$ cat config.mk
export PLATFORM = sky130hd
export DESIGN_NAME = axi4_lite_initiator
export DESIGN_NICKNAME = d
export VERILOG_FILES = /design/src/rtl/axi4_lite_initiator.sv
export SDC_FILE = /design/constraint.sdc
export NUM_CORES = 1
export LEC_CHECK = 0
export BUFFER_PORTS_ARGS = -buffer_cell sky130_fd_sc_hd__buf_2
export CAP_MARGIN = 20
export CORE_UTILIZATION = 37
export CTS_BUF_LIST = sky130_fd_sc_hd__clkbuf_8 sky130_fd_sc_hd__clkbuf_16
export CTS_CLUSTER_DIAMETER = 150
export CTS_CLUSTER_SIZE = 14
export DETAILED_ROUTE_END_ITERATION = 10
export GPL_TIMING_DRIVEN = 0
export MAX_ROUTING_LAYER = met4
export PLACE_DENSITY = 0.71
export SLEW_MARGIN = 5
export SYNTH_ARGS = -nofsm -noshare
export SYNTH_HDL_FRONTEND = slang
export SYNTH_SLANG_ARGS = --single-unit
export TNS_END_PERCENT = 100
$ cat constraint.sdc
create_clock -name aclk -period 2.1 [get_ports aclk]
set_input_delay 0.105 -clock aclk [delete_from_list [all_inputs] [get_ports aclk]]
set_output_delay 0.105 -clock aclk [all_outputs]
set_load 0.05 [all_outputs]
$ cat src/rtl/axi4_lite_initiator.sv
// ---------------------------------------------------------------------------
// axi4_lite_initiator
//
// AXI4-lite manager that turns a simple command/response handshake into
// single AXI4-lite transactions, one outstanding at a time.
//
// Ports
//   aclk, aresetn                   clock (rising edge), async active-low reset
//   cmd_valid/cmd_ready             command handshake (ready only while idle)
//   cmd_write, cmd_addr,
//   cmd_wdata, cmd_wstrb            command payload (write = 1, read = 0)
//   rsp_valid/rsp_ready             response handshake
//   rsp_write, rsp_rdata, rsp_resp  response payload (rdata is 0 for writes)
//   aw*, w*, b*                     AXI write address / data / response
//   ar*, r*                         AXI read address / data
// ---------------------------------------------------------------------------
module axi4_lite_initiator #(
    parameter int A = 16,
    parameter int N = 4
) (
    input  logic           aclk,
    input  logic           aresetn,
    input  logic           cmd_valid,
    output logic           cmd_ready,
    input  logic           cmd_write,
    input  logic [A-1:0]   cmd_addr,
    input  logic [N*8-1:0] cmd_wdata,
    input  logic [N-1:0]   cmd_wstrb,
    output logic           rsp_valid,
    input  logic           rsp_ready,
    output logic           rsp_write,
    output logic [N*8-1:0] rsp_rdata,
    output logic [1:0]     rsp_resp,
    output logic [A-1:0]   awaddr,
    output logic [2:0]     awprot,
    output logic           awvalid,
    input  logic           awready,
    output logic [N*8-1:0] wdata,
    output logic [N-1:0]   wstrb,
    output logic           wvalid,
    input  logic           wready,
    input  logic [1:0]     bresp,
    input  logic           bvalid,
    output logic           bready,
    output logic [A-1:0]   araddr,
    output logic [2:0]     arprot,
    output logic           arvalid,
    input  logic           arready,
    input  logic [N*8-1:0] rdata,
    input  logic [1:0]     rresp,
    input  logic           rvalid,
    output logic           rready
);

    localparam logic [2:0] IDLE  = 3'd0;
    localparam logic [2:0] WR    = 3'd1;
    localparam logic [2:0] WR_B  = 3'd2;
    localparam logic [2:0] RD_AR = 3'd3;
    localparam logic [2:0] RD_R  = 3'd4;
    localparam logic [2:0] RSP   = 3'd5;

    logic [2:0]     state;
    // Set on the first clock edge after reset release, so cmd_ready stays
    // low while reset is held even though the state already reads IDLE.
    logic           running;
    logic [A-1:0]   addr_q;
    logic [N*8-1:0] wdata_q;
    logic [N-1:0]   wstrb_q;
    logic           aw_done;
    logic           w_done;

    // A channel counts as finished once its valid has dropped or it is
    // completing its handshake on this edge.
    assign aw_done = !awvalid || awready;
    assign w_done  = !wvalid || wready;

    assign cmd_ready = running && (state == IDLE);
    assign bready    = (state == WR_B);
    assign rready    = (state == RD_R);
    assign rsp_valid = (state == RSP);

    // One captured address serves both channels; only one is ever valid.
    assign awaddr = addr_q;
    assign araddr = addr_q;
    assign wdata  = wdata_q;
    assign wstrb  = wstrb_q;
    assign awprot = 3'b000;
    assign arprot = 3'b000;

    always_ff @(posedge aclk or negedge aresetn) begin
        if (!aresetn) begin
            state     <= IDLE;
            running   <= 1'b0;
            awvalid   <= 1'b0;
            wvalid    <= 1'b0;
            arvalid   <= 1'b0;
            addr_q    <= '0;
            wdata_q   <= '0;
            wstrb_q   <= '0;
            rsp_write <= 1'b0;
            rsp_rdata <= '0;
            rsp_resp  <= '0;
        end else begin
            running <= 1'b1;
            case (state)
                IDLE: begin
                    if (cmd_valid && cmd_ready) begin
                        addr_q <= cmd_addr;
                        if (cmd_write) begin
                            wdata_q <= cmd_wdata;
                            wstrb_q <= cmd_wstrb;
                            awvalid <= 1'b1;
                            wvalid  <= 1'b1;
                            state   <= WR;
                        end else begin
                            arvalid <= 1'b1;
                            state   <= RD_AR;
                        end
                    end
                end
                WR: begin
                    // AW and W complete independently, in either order.
                    if (awvalid && awready) awvalid <= 1'b0;
                    if (wvalid && wready)   wvalid  <= 1'b0;
                    if (aw_done && w_done)  state   <= WR_B;
                end
                WR_B: begin
                    if (bvalid) begin
                        rsp_resp  <= bresp;
                        rsp_write <= 1'b1;
                        rsp_rdata <= '0;
                        state     <= RSP;
                    end
                end
                RD_AR: begin
                    if (arready) begin
                        arvalid <= 1'b0;
                        state   <= RD_R;
                    end
                end
                RD_R: begin
                    if (rvalid) begin
                        rsp_rdata <= rdata;
                        rsp_resp  <= rresp;
                        rsp_write <= 1'b0;
                        state     <= RSP;
                    end
                end
                RSP: begin
                    if (rsp_ready) state <= IDLE;
                end
                default: state <= IDLE;
            endcase
        end
    end

endmodule

==> impl_metrics.json, run 1 <==
{
  "tns_ns": 0,
  "drtIter0Drc": 93,
  "io_buffers": 207,
  "syn-cell-area_mm2": 0.00386,
  "min_period_ns": 1.90,
  "setup_violations": 0,
  "end_kind": "flip-flop",
  "clkTransAtPathRegs_ns": 0.09,
  "highest-signal-layer": "met4",
  "die_area_mm2": 0.0109,
  "synth-seq-cells": 94,
  "rr_worst_depth": 5,
  "syn_inst": 272,
  "diodes": 0,
  "final_nets": 679,
  "arrival_ns": 2.13,
  "synthFlopType": "dfrtp_1",
  "dpl.hpwl_mm": 7.01,
  "maxSlewViolCount": 0,
  "fp-row-count": 36,
  "dr_wl_met3_um": 740,
  "final_hold_viol_count": 0,
  "htree_levels": 3,
  "grt_pass1_vias": 3559,
  "yosysUniqueCellTypes": 33,
  "clock_sinks": 94,
  "run_status": "completed",
  "area_delta_synth_final_pct": 59.8,
  "synthArstFlopShare_pct": 100,
  "worstPathRequired_ns": 2.32,
  "post_cts.repair.setup_buffers": 0,
  "cp_max_fo": 10,
  "avgSynthCellArea_um2": 14.2,
  "core_area_mm2": 0.00995,
  "clock_skew_ns": 0.0134,
  "hold_path_depth": 3,
  "holdWs_ns": 0.0417,
  "drt-total-wl_mm": 10.7,
  "clk_latency_ns": 0.35,
  "clk_path_buf_depth": 2,
  "postLayoutCoreUtil_pct": 62.0,
  "grt_overflow": 0,
  "fp.dieH_um": 104,
  "grt_pass1_wl_mm": 17.5,
  "r2r-start": "state[0]",
  "antenna_left": 0,
  "maxCapViolCount": 0,
  "design_area_mm2": 0.00618,
  "worstHoldPathType": "in -> reg",
  "layout-drive-gt1-share_pct": 46.1,
  "wl_met1_mm": 4.54,
  "slew_headroom_pct": 59.7,
  "final_min_period_over_clock_period_pct": 90.7,
  "fillers": 731,
  "dpl_cell_area_mm2": 0.00511,
  "vias": 3356,
  "rsz0062_at_grt": "false",
  "viasPerCell": 4.67,
  "place_congestion": 0.782,
  "crit_type": "reg -> reg",
  "holdCritStartpoint": "bresp[0]",
  "pin_count": 214,
  "cts_tree": "built",
  "track_usage_pct": 21.0,
  "rrSetupSlack_ns": 0.20,
  "antenna_found_initial": 0,
  "drc": 0,
  "fmax_mhz": 525,
  "die_x_um": 104,
  "cts_root_buf": "clkbuf_8",
  "rr_endpoint": "wdata[23]",
  "cp-start-kind": "flip-flop",
  "cts_resized": 0,
  "numCtsBuffers": 9,
  "route.met2.wl_mm": 5.16,
  "drt-wirelength-per-cell_um": 14.8,
  "whs_endpoint": "rsp_resp[0]",
  "drt_first_pass_iters": 4,
  "grt_max_degree": 50,
  "start_util_pct": 38.8,
  "tightest_slew_ns": 0.605,
  "synth_edf_count": 0,
  "yosysSeqAreaShare_pct": 60.9,
  "ys_warn_count": 0
}
==> worst max path at each step <==
stage | start | endpoint | slack, ns | cells after the start
global placement | aresetn | rsp_rdata[5] | 0.07 | 1
CTS | state[0] | wdata[28] | 0.13 | 5
floorplan | state[0] | rsp_rdata[10] | 0.19 | 5
finish | state[0] | wdata[23] | 0.20 | 5
global route | state[0] | wdata[23] | 0.07 | 5
detailed placement | state[0] | wdata[24] | 0.14 | 5
==> cells in the mapped netlist (all sizes together) (2+ instances only) <==
cell type,n,area (µm²)
dfrtp,94,2350
a21oi,4,20.0
a21o,4,30.0
nand2,7,28.8
nor2,5,18.8
mux2i,3,30.0
nor2b,6,37.5
nand2b,2,20.0
o21ai,5,25.0
nand3,3,15.0
and2,2,12.5
mux2,52,586
buf,37,290
o21bai,2,15.0
a22o,32,280
nand3b,2,15.0
conb,2,7.51
==> flip-flops by register name, summed over array words and instances, names as in the netlist <==
register   flops
wvalid         1
rsp_rdata     32
state          3
running        1
arvalid        1
wdata         32
awvalid        1
rsp_write      1
rsp_resp       2
araddr        16
wstrb          4
==> cell usage in the layout (no fill, tap or decap), types with 4 or more instances in the layout <==
cell,Yosys,layout
nand2_1,6,6
nor2b_1,6,6
a21o_1,4,4
buf_6,6,6
a22o_1,32,32
conb_1,2,7
dlygate4sd3_1,0,85
nor2_1,5,5
buf_4,27,28
mux2_1,46,46
mux2_2,6,6
dfrtp_1,94,94
buf_2,4,210
clkbuf_8,0,11
a21oi_1,4,4
==> per-layer routing <==
metal / global-route usage [%] / vias up
met1: 25.1 / 1611
met2: 34.1 / 171
met3: 5.08 / 20
met4: 8.47 / 0
met5: - / -
li1: - / 1554
==> timing repair <==
item                                    4_1_cts  5_1_grt
endpoints found under the setup margin        0        0
hold endpoints to repair                    129        0
hold buffers                                 85        0
==> metrics by stage <==
step                      worst slack (ns)  instances
after global routing                0.0702        719
after detailed placement             0.145        618
after global placement              0.0699        617
final                                0.196        719
after CTS                            0.126        719
after floorplan                      0.186        277
==> cells by family after synthesis <==
logic type / after synthesis / share of synthesized area, %
buf+inv: 39 / 7.71
simple gates: 30 / 4.70
mux: 55 / 15.9
flops: 94 / 60.9
other cells: 2 / 0.194
compound gates: 52 / 10.6
==> final cells by class <==
type / instances / area (µm²) / share of cell area, %
clock inverter: 5 / 58.8 / 0.952
sequential: 94 / 2350 / 38.1
clock buffer: 11 / 151 / 2.45
inverter: 1 / 3.75 / 0.0608
tap: 133 / 166 / 2.69
buffer: 38 / 294 / 4.76
multi-input combinational: 144 / 1230 / 20.0
timing repair buffer: 293 / 1920 / 31.0
==> critical path, stage by stage, from the launching register on <==
cell and delay [ns]:
dfrtp_1 0.49, nand2b_4 0.19, nor4_2 0.32, buf_4 0.26, buf_6 0.17, mux2_1 0.34
Power of run 1 is left out: the tool's default activity adds up to more than one toggle a clock period on the data nets, which glitch-free logic cannot reach.
==> run 2: changes to the inputs <==
--- a/config.mk
+++ b/config.mk
@@ -14,7 +14,7 @@
 export DETAILED_ROUTE_END_ITERATION = 10
 export GPL_TIMING_DRIVEN = 0
 export MAX_ROUTING_LAYER = met4
-export PLACE_DENSITY = 0.71
+export PLACE_DENSITY = 0.69
 export SLEW_MARGIN = 5
 export SYNTH_ARGS = -nofsm -noshare
 export SYNTH_HDL_FRONTEND = slang
==> run 2 against run 1 <==
  * Cell count unchanged
  * Die area unchanged
  * Clock skew down 0.0068 ns
  * Final area rose by 0.39%
  * Critical path type unchanged
  * Utilization rose by 0.24 points
  * Wire length is 1.3% higher
  * Clock-buffer cell count up 1
  * Worst hold slack gained 0.016 ns
==> impl_metrics.json, run 2 (synthesized netlist as in run 1, its figures left out) <==
{
  "numCtsBuffers": 9,
  "final_cell_mix": "buf_2, dfrtp_1, dlygate4sd3_1, mux2_1, a22o_1",
  "grt_overflow": 0,
  "grt_max_degree": 63,
  "fp.dieH_um": 104,
  "die_area_mm2": 0.0109,
  "die_x_um": 104,
  "cts_tree": "built",
  "core_area_mm2": 0.00995,
  "clock_skew_ns": 0.00666,
  "dr_wl_met3_um": 517,
  "final_hold_viol_count": 0,
  "wl_met1_mm": 4.13,
  "track_usage_pct": 21.5,
  "antenna_left": 0,
  "worstHoldPathType": "in -> reg",
  "grt_pass1_vias": 3579,
  "maxCapViolCount": 0,
  "io_buffers": 207,
  "drt-total-wl_mm": 10.8,
  "grt_pass1_wl_mm": 17.9,
  "cp-start-kind": "flip-flop",
  "htree_levels": 3,
  "drtIter0Drc": 144,
  "rsz0062_at_grt": "false",
  "fmax_mhz": 532,
  "pin_count": 214,
  "place_congestion": 0.782,
  "diodes": 0,
  "drt_first_pass_iters": 4,
  "antenna_found_initial": 0,
  "tns_ns": 0,
  "clk_path_buf_depth": 2,
  "end_kind": "flip-flop",
  "layout-drive-gt1-share_pct": 46.1,
  "arrival_ns": 2.11,
  "cts_root_buf": "clkbuf_8",
  "layout_commonest_cell": "buf_2",
  "clock_sinks": 94,
  "place_inst": 618,
  "area_delta_synth_final_pct": 60.5,
  "final_min_period_over_clock_period_pct": 89.5,
  "highest-signal-layer": "met4",
  "worstPathRequired_ns": 2.33,
  "setup_violations": 0,
  "min_period_ns": 1.88,
  "clkTransAtPathRegs_ns": 0.09,
  "final_nets": 679,
  "start_util_pct": 38.8,
  "drc": 0,
  "drt-wirelength-per-cell_um": 15.0,
  "fp-row-count": 36,
  "dpl.hpwl_mm": 6.93,
  "cp_max_fo": 10,
  "maxSlewViolCount": 0,
  "route.met2.wl_mm": 5.79,
  "layout.cells.non_filler": 719,
  "viasPerCell": 4.67,
  "vias": 3357,
  "run_status": "completed",
  "clk_latency_ns": 0.35,
  "crit_type": "reg -> reg"
}
## run 2: worst max-delay path, cell delays in order, from the launching register on
cell	delay, ns
dfrtp_1	0.48
nand2b_4	0.19
nor4_2	0.29
buf_4	0.26
buf_6	0.18
mux2_1	0.36
## run 2: final cells by class
class	instances	area, µm²
Multi-Input combinational cell	144	1230
Inverter	1	3.75
Tap cell	133	166
Clock inverter	4	68.8
Fill cell	761	3750
Clock buffer	12	165
Buffer	38	294
Timing Repair Buffer	293	1920
Sequential cell	94	2350
## run 2: path summary, 6_finish.rpt
path,from,end,slack (ns),cells after the start
setup / recovery,state[0],wdata[14],0.22,5
hold / removal,rresp[0],rsp_resp[0],0.06,3
hold reg to reg,wstrb[0],wstrb[0],0.49,1
min in group asynchronous,aresetn,wdata[16],0.24,2
max in group asynchronous,aresetn,state[1],1.20,3
setup reg to reg,state[0],wdata[14],0.22,5
## run 2: timing repair
| action | CTS | global route |
|---|---|---|
| hold buffers | 85 | 0 |
| resized for setup | 0 | 0 |
| buffers inserted | 0 | 0 |
| endpoints found under the hold margin | 116 | 0 |
## run 2: routing by layer
metal	GRT usage, %	vias up
met1	24.0	1631
li1	-	1556
met5	-	-
met3	3.76	31
met4	11.2	0
met2	36.8	139
## run 2: stage by stage
step | area (µm²) | setup WS [ns] | utilization [%] | hold WS (ns)
after floorplan | 3880 | 0.186 | - | -0.191
after global placement | 5080 | 0.0355 | 51.1 | 0.319
final | 6200 | 0.221 | 62.3 | 0.0578
after CTS | 6200 | 0.220 | 62.3 | 0.0354
after global routing | 6200 | 0.108 | 62.3 | 0.0631
after detailed placement | 5110 | 0.243 | 51.4 | 0.0823
Power of run 2 is left out for the same reason.
